**config.mk**
```make
export PLATFORM = sky130hd
export DESIGN_NAME = axi_rd_arbiter_2to1
export DESIGN_NICKNAME = d
export VERILOG_FILES = /design/src/rtl/axi_rd_arbiter_2to1_pkg.sv /design/src/rtl/axi_rd_arb_sel.sv /design/src/rtl/axi_rd_arbiter_2to1.sv
export SDC_FILE = /design/constraint.sdc
export NUM_CORES = 1
export LEC_CHECK = 0
export BUFFER_PORTS_ARGS = -buffer_cell sky130_fd_sc_hd__buf_2
export CORE_AREA = 2 2 103 105
export CTS_CLUSTER_DIAMETER = 40
export CTS_CLUSTER_SIZE = 28
export DETAILED_ROUTE_END_ITERATION = 12
export DIE_AREA = 0 0 105 107
export HOLD_SLACK_MARGIN = 0.03
export PLACE_DENSITY = 0.78
export SETUP_SLACK_MARGIN = 0.4
export SLEW_MARGIN = 20
export SYNTH_ARGS = -nofsm -noshare
export SYNTH_HDL_FRONTEND = slang
export SYNTH_SLANG_ARGS = --single-unit
```
**constraint.sdc**
```tcl
create_clock -name ACLK -period 1.9 [get_ports ACLK]
set_clock_uncertainty 0.15 [all_clocks]
set_input_delay 0.19 -clock ACLK [delete_from_list [all_inputs] [get_ports ACLK]]
set_output_delay 0.19 -clock ACLK [all_outputs]
set_load 0.005 [all_outputs]
```
**src/rtl/axi_rd_arbiter_2to1_pkg.sv**
```systemverilog
// Shared constants for the 2:1 AXI3 read arbiter: FSM encodings, AXI burst/size codes
// and the default AXI width defines.
`ifndef AXI_DATA_WIDTH
`define AXI_DATA_WIDTH 32
`endif
`ifndef AXI_ADDR_WIDTH
`define AXI_ADDR_WIDTH 32
`endif
`ifndef AXI_ID_WIDTH
`define AXI_ID_WIDTH 4
`endif

package axi_rd_arbiter_2to1_pkg;

    typedef enum logic [1:0] {
        ARB_IDLE = 2'd0,
        ARB_ADDR = 2'd1,
        ARB_DATA = 2'd2
    } arb_state_e;

    localparam logic [1:0] BURST_INCR = 2'b01;
    localparam logic [2:0] SIZE_4B    = 3'b010;

    // A beat is inconsistent when RLAST disagrees with whether it is the ARLEN-th beat.
    function automatic logic len_mismatch(input logic rlast, input logic [3:0] beat_cnt,
                                          input logic [3:0] arlen);
        return rlast ? (beat_cnt != arlen) : (beat_cnt == arlen);
    endfunction

endpackage

```
**src/rtl/axi_rd_arb_sel.sv**
```systemverilog
// Combinational winner select for the read arbiter.
// ARB_ROUND_ROBIN_EN: alternate on contention; otherwise s1 has fixed priority.
module axi_rd_arb_sel (
    input  logic [1:0] ar_valid,
    input  logic       last_grant,
    output logic       winner,
    output logic       any_valid
);

    assign any_valid = |ar_valid;

`ifdef ARB_ROUND_ROBIN_EN
    always_comb begin
        winner = ar_valid[1];
        if (&ar_valid) winner = ~last_grant;
    end
`else
    logic unused_last_grant;
    assign unused_last_grant = last_grant;
    assign winner            = ar_valid[1];
`endif

endmodule

```
**src/rtl/axi_rd_arbiter_2to1.sv**
```systemverilog
// 2:1 AXI3 read-port arbiter, one outstanding burst; R beats steered by the held grant.
// Define ARB_ROUND_ROBIN_EN for round-robin arbitration instead of fixed s1 priority.
module axi_rd_arbiter_2to1
    import axi_rd_arbiter_2to1_pkg::*;
#(
    parameter int DATA_WIDTH = `AXI_DATA_WIDTH,
    parameter int ADDR_WIDTH = `AXI_ADDR_WIDTH,
    parameter int ID_WIDTH   = `AXI_ID_WIDTH
) (
    input  logic                  ACLK,
    input  logic                  ARESETn,
    input  logic [ID_WIDTH-1:0]   s0_ARID,
    input  logic [ADDR_WIDTH-1:0] s0_ARADDR,
    input  logic [3:0]            s0_ARLEN,
    input  logic [2:0]            s0_ARSIZE,
    input  logic [1:0]            s0_ARBURST,
    input  logic                  s0_ARVALID,
    output logic                  s0_ARREADY,
    output logic [ID_WIDTH-1:0]   s0_RID,
    output logic [DATA_WIDTH-1:0] s0_RDATA,
    output logic [1:0]            s0_RRESP,
    output logic                  s0_RLAST,
    output logic                  s0_RVALID,
    input  logic                  s0_RREADY,
    input  logic [ID_WIDTH-1:0]   s1_ARID,
    input  logic [ADDR_WIDTH-1:0] s1_ARADDR,
    input  logic [3:0]            s1_ARLEN,
    input  logic [2:0]            s1_ARSIZE,
    input  logic [1:0]            s1_ARBURST,
    input  logic                  s1_ARVALID,
    output logic                  s1_ARREADY,
    output logic [ID_WIDTH-1:0]   s1_RID,
    output logic [DATA_WIDTH-1:0] s1_RDATA,
    output logic [1:0]            s1_RRESP,
    output logic                  s1_RLAST,
    output logic                  s1_RVALID,
    input  logic                  s1_RREADY,
    output logic [ID_WIDTH-1:0]   m_ARID,
    output logic [ADDR_WIDTH-1:0] m_ARADDR,
    output logic [3:0]            m_ARLEN,
    output logic [2:0]            m_ARSIZE,
    output logic [1:0]            m_ARBURST,
    output logic                  m_ARVALID,
    input  logic                  m_ARREADY,
    input  logic [ID_WIDTH-1:0]   m_RID,
    input  logic [DATA_WIDTH-1:0] m_RDATA,
    input  logic [1:0]            m_RRESP,
    input  logic                  m_RLAST,
    input  logic                  m_RVALID,
    output logic                  m_RREADY,
    output logic                  len_err
);

    arb_state_e state_q, state_d;
    logic       grant_q, last_grant_q;
    logic [3:0] beat_cnt_q;
    logic       winner, any_valid;
    logic       ar_hs, r_hs, r_sel_ready;

    axi_rd_arb_sel u_sel (
        .ar_valid  ({s1_ARVALID, s0_ARVALID}),
        .last_grant(last_grant_q),
        .winner    (winner),
        .any_valid (any_valid)
    );

    // R payload is broadcast; only RVALID/RREADY are steered.
    assign s0_RID   = m_RID;
    assign s0_RDATA = m_RDATA;
    assign s0_RRESP = m_RRESP;
    assign s0_RLAST = m_RLAST;
    assign s1_RID   = m_RID;
    assign s1_RDATA = m_RDATA;
    assign s1_RRESP = m_RRESP;
    assign s1_RLAST = m_RLAST;

    always_comb begin
        state_d     = state_q;
        ar_hs       = 1'b0;
        r_hs        = 1'b0;
        s0_ARREADY  = 1'b0;
        s1_ARREADY  = 1'b0;
        s0_RVALID   = 1'b0;
        s1_RVALID   = 1'b0;
        m_RREADY    = 1'b0;
        r_sel_ready = grant_q ? s1_RREADY : s0_RREADY;
        case (state_q)
            ARB_IDLE: begin
                s0_ARREADY = any_valid & ~winner;
                s1_ARREADY = any_valid & winner;
                ar_hs      = any_valid;
                if (ar_hs) state_d = ARB_ADDR;
            end
            ARB_ADDR: begin
                if (m_ARREADY) state_d = ARB_DATA;
            end
            ARB_DATA: begin
                m_RREADY  = r_sel_ready;
                s0_RVALID = m_RVALID & ~grant_q;
                s1_RVALID = m_RVALID & grant_q;
                r_hs      = m_RVALID & r_sel_ready;
                if (r_hs && m_RLAST) state_d = ARB_IDLE;
            end
            default: state_d = ARB_IDLE;
        endcase
    end

    always_ff @(posedge ACLK or negedge ARESETn) begin
        if (!ARESETn) begin
            state_q      <= ARB_IDLE;
            grant_q      <= 1'b0;
            last_grant_q <= 1'b1;
            beat_cnt_q   <= 4'd0;
            m_ARID       <= '0;
            m_ARADDR     <= '0;
            m_ARLEN      <= '0;
            m_ARSIZE     <= '0;
            m_ARBURST    <= '0;
            m_ARVALID    <= 1'b0;
            len_err      <= 1'b0;
        end else begin
            state_q <= state_d;
            len_err <= r_hs && len_mismatch(m_RLAST, beat_cnt_q, m_ARLEN);
            if (ar_hs) begin
                grant_q      <= winner;
                last_grant_q <= winner;
                beat_cnt_q   <= 4'd0;
                m_ARID       <= winner ? s1_ARID    : s0_ARID;
                m_ARADDR     <= winner ? s1_ARADDR  : s0_ARADDR;
                m_ARLEN      <= winner ? s1_ARLEN   : s0_ARLEN;
                m_ARSIZE     <= winner ? s1_ARSIZE  : s0_ARSIZE;
                m_ARBURST    <= winner ? s1_ARBURST : s0_ARBURST;
                m_ARVALID    <= 1'b1;
            end else if (state_q == ARB_ADDR && m_ARREADY) begin
                m_ARVALID <= 1'b0;
            end
            if (r_hs) beat_cnt_q <= beat_cnt_q + 4'd1;
        end
    end

endmodule

```
# ---- Yosys cells after proc, flatten, opt, wreduce, memory -nomap -nowiden
# Cells that the tools add are included.
dict set report totals {
  wordCells 55
  ff_bits 54
}
dict set report op_classes {
  n_eq_ne 7
  n_reduce_logical 8
  add_sub_neg 1
  bitwise 7
  n_mux 22
}
# cell n
set ops {}
lappend ops {{$mux 32} 1}
lappend ops {{$mux 4} 4}
lappend ops {{$mux 1} 11}
lappend ops {{$mux 2} 4}
lappend ops {{$ne 2x2->1 const B} 3}
lappend ops {{$pmux 2 s3} 1}
lappend ops {{$and 1x1->1} 5}
lappend ops {{$add 4x1->4 const B} 1}
lappend ops {{$eq 4x4->1} 1}
lappend ops {{$ne 4x4->1} 1}
lappend ops {{$reduce_bool 2->1} 2}
lappend ops {{$logic_and 1x1->1} 3}
lappend ops {{$mux 3} 1}
lappend ops {{$reduce_and 3->1} 1}
lappend ops {{$eq 2x1->1 const B} 1}
lappend ops {{$eq 2x2->1 const B} 1}
lappend ops {{$logic_not 2->1} 1}
lappend ops {{$not 1->1} 2}
lappend ops {{$reduce_or 2->1} 1}

# ---- Depth between registers and ports, before layout
dict set report logic_depth {
  ltp_word 5
  depth_mapped 6
  mapped_depth_nobuf 3
}

# ---- Cells and area by module
# From an unflattened synthesis, not the netlist that was laid out.
dict set report hier_totals {
  cells_unflattened 332
  area_unflattened_um2 3244.4
}
# module seq_area_each_um2 n_inst cells_each area_per_inst_um2
set by_module_without_submodules {}
lappend by_module_without_submodules {axi_rd_arbiter_2to1 1377.6 1 330 3230.6}
lappend by_module_without_submodules {axi_rd_arb_sel 0.0 1 2 13.8}

# ---- Worst setup path after synthesis
# No wires, ideal clock.
dict set report synth_path {
  kind {reg-to-output}
  from {register state_q[1]}
  to {output s0_ARREADY}
  arrival_time_ns 1.187
  stages_incl_launch_ff 5
  t_required_ns 1.560
  slack_ns 0.373
  cell_sequence {dfrtp_1 -> or2_1 -> buf_2 -> buf_6 -> nor3b_1}
}
dict set report synth_between {
  elab_chain_len 2
}
# item line_no
set synth_lines {}
lappend synth_lines {{from (decl)} axi_rd_arbiter_2to1.sv:54} ;# arb_state_e state_q, state_d;
lappend synth_lines {{from (signal assigned)} axi_rd_arbiter_2to1.sv:122} ;# state_q <= state_d;
lappend synth_lines {{$logic_not 2->1} axi_rd_arbiter_2to1.sv:87} ;# case (state_q)
lappend synth_lines {{$mux 1} axi_rd_arbiter_2to1.sv:87}
lappend synth_lines {{to (decl)} axi_rd_arbiter_2to1.sv:18} ;# output logic s0_ARREADY,
# No other way between the ends.

# ---- Worst setup path in the final report
dict set report layout_path {
  from {register state_q[0]}
  to {output s0_ARREADY}
}
# The elaborated chain is that of the path after synthesis.

==> run_results.csv <==
group,metric,value,unit
status,status,"finished clean",
drt,wirelength,10080,um
yosys,synth_seq_cells,54,
die,die_x,105,um
final_layout,area_delta_synth_final,42.73,%
sta,worst_pin_slew,0.5586,ns
yosys,synth_area_leaders,"dfrtp_1, buf_4, mux2i_1",
worst_setup_path,end_kind,"output port",
worst_setup_path,cp_slowest_stage_delay,0.40,ns
hold_path,min_path_type,"input pin to flip-flop",
clock_network,cts-root-buf,"clkbuf_8",
clock_network,cts_inserted_buffers,5,
clock_network,cts.sinks,54,
sta,rsz0062_at_grt,"yes",
worst_setup_path,crit_buf_inv,2,
placed_design,gpl.final_weighted_congestion,0.7672,
yosys,netlist_area,3262,um2
power_and_ir_drop,powerDensity,1158,nW/um2
yosys,yosys-top-cells-count,"o21ai_0, buf_4, dfrtp_1, mux2i_1, clkbuf_1",
worst_setup_path,cp_num_cells,4,
grt,first_global_vias,3253,
final_layout,diodes,0,
yosys,synth_ff_type,"dfrtp_1",
die,ioPinCount,267,
yosys,synth_cells,333,
grt,grt-ovfl-total,0,
yosys,synth-edff-count,0,
final_layout,layout.nets,620,
worst_setup_path,path_max_fanout,2,
worst_setup_path,worstPathArrival,1.37,ns
sta,timing.final.crit_share,90.18,%
worst_setup_path,required,1.56,ns
yosys,synth_nets,471,
grt,antenna_found_initial,0,
yosys,yosysTopAreaCell,"dfrtp_1",
die,core-area,10090,um2
yosys,yosysMostFrequentCell,"o21ai_0",
sta,relSlewSlack,62.76,%
run,max_cap_violations,0,
yosys,synth.top_cell.area_share,41.43,%
die,rows,37,
yosys,async_reset_ff_share,100.0,%
drt,wl_per_cell,16.28,um
worst_setup_path,crit_chain,"or2_4 > buf_6 > nor3b_2 > buf_2",
placed_design,hpwlAfterDp,6013,um
sta,clock.fmax,583.6,MHz
sta,setup_viol,0,
sta,setup_ws,0.1865,ns
clock_network,cts_tree,"done",
grt,grt_pass1_wl,15810,um
worst_setup_path,cp-start-kind,"flip-flop",
yosys,synth_cell_types,30,
clock_network,insertion_delay,0.30,ns
die,die-area,11240,um2
worst_setup_path,path_class,"flip-flop to output port",
drt,ant_nets,0,
die,initial_core_util,32.32,%
drt,drc_errors,0,
power_and_ir_drop,p_leak,2.293,nW
grt,grt_use_total,17.50,%
yosys,synth_area_per_cell,9.795,um2
sta,slew_violations,0,
yosys,yosysSeqAreaShare,41.43,%
sta,fin_setup_tns,0,ns
yosys,yosys_warnings,0,
clock_network,cts_buffer_depth,2,
drt,viasPerCell,4.859,
grt,grt_max_degree,49,
final_layout,final_layout_size_suffix_gt1_share,42.65,%
worst_setup_path,crit_family,"simple AND/OR/NAND/NOR gates",
worst_setup_path,ff2ff_path_depth,6,
hold_path,holdPathStages,3,
drt,drt-pass1-iter-count,6,
power_and_ir_drop,peakVddDrop,484.2,uV
sta,finalHoldViolCount,0,
die,die_h,107,um
placed_design,pre_cts_ws,0.2634,ns
clock_network,htreeDepth,2,
sta,layout_min_cycle_time,1.713,ns
worst_setup_path,cp_slowest_cell,"dfrtp_1",
drt,drtIter0Drc,158,
final_layout,fill_cells,942,
drt,num_vias,3008,
clock_network,clk_pin_slew,0.10,ns
placed_design,port_buffers,152,
worst register-to-register path, delay by kind of cell, from the launching register on:
kind                   cells  cell delay (ns)
AOI/OAI and AO/OA          1             0.15
buffers and inverters      3             0.47
DFF                        1             0.40
and+or+nand+nor            2             0.45
layout make-up:
type                            count  area [um2]  share of cell area, %
Timing Repair Buffer              241        1667                  35.80
Clock inverter                      3       68.82                  1.478
Sequential cell                    54        1353                  29.05
Multi-Input combinational cell    180        1329                  28.54
Clock buffer                        5       68.82                  1.478
Tap cell                          136       170.2                  3.655
placed cells by master, fill, tap and decap left out, types with 2 or more instances in the layout:
cell type / n
o21ai_0: 40
and2_4: 2
nand3_1: 3
o221ai_1: 2
dlygate4sd3_1: 71
nor4b_2: 2
mux2i_1: 46
clkbuf_8: 5
nand2_1: 5
bufinv_16: 2
buf_6: 6
o21ai_1: 43
nand3b_1: 2
xor2_1: 5
buf_4: 9
nor2_4: 2
buf_2: 152
o21ai_2: 11
dfrtp_1: 53
buf_12: 3
what timing repair did:
action                                 4_1_cts  5_1_grt
setup buffers                                8        2
endpoints found under the hold margin       55        3
gates resized for setup                     13       67
pin swaps                                    4        2
hold buffers                                66        5
setup endpoints to repair                   30       54
registers in the layout, indices dropped and copies added (netlist names):
register,flops
state_q,2
m_ARVALID,1
len_err,1
m_ARID,4
m_ARSIZE,3
m_ARLEN,4
m_ARADDR,32
beat_cnt_q,4
m_ARBURST,2
grant_q,1
path summary, 6_finish.rpt:
path | from | end | slack (ns)
max in group asynchronous | ARESETn | m_ARADDR[4]$_DFFE_PN0P_ | 0.80
min in group asynchronous | ARESETn | state_q[0]$_DFFE_PN0P_ | 0.23
worst max register to register | state_q[0]$_DFFE_PN0P_ | beat_cnt_q[2]$_DFFE_PN0P_ | 0.22
worst min-delay path | s0_ARADDR[15] | m_ARADDR[15]$_DFFE_PN0P_ | 0.03
worst max-delay path | state_q[0]$_DFFE_PN0P_ | s0_ARREADY | 0.19
worst min register to register | m_ARADDR[29]$_DFFE_PN0P_ | m_ARADDR[29]$_DFFE_PN0P_ | 0.35
logic make-up after synthesis:
kind of cell / Yosys count / synth area share [%]
buffers and inverters: 99 / 21.29
AOI/OAI and AO/OA: 100 / 16.07
and+or+nand+nor: 26 / 4.719
xor gates and xnor gates: 5 / 1.342
adders and majority gates: 1 / 0.3835
muxes: 48 / 14.77
DFF: 54 / 41.43
power breakdown:
group | internal, W | total, W | switching, W
registers | 0.00167 | 0.00198 | 0.000308
clock network | 0.000528 | 0.000930 | 0.000401
logic | 0.00123 | 0.00248 | 0.00125
total | 0.00343 | 0.00539 | 0.00196
metrics by stage:
stage                     std cells  utilization, %  instance area [um2]  power, W  hold WS, ns
after global placement          530           35.68                 3601  0.003823      0.02175
after CTS                       612           44.63                 4504  0.005134      0.03032
after floorplan                 333               -                 3267  0.003079      -0.2556
final                           619           46.13                 4656  0.005390      0.02834
after global routing            619           46.13                 4656  0.005807      0.04647
after detailed placement        530           35.68                 3601  0.003908      0.03798
metal layers:
metal	part of all wire, %	global-route usage [%]	vias up	routed length, um
met5	0	0	-	0
met4	3.8	7.238	0	381
met3	7.4	4.924	34	744
met2	53	32.28	169	5312
met1	36	18.75	1424	3641
li1	-	-	1381	-
(Power assumes the default switching activity.)
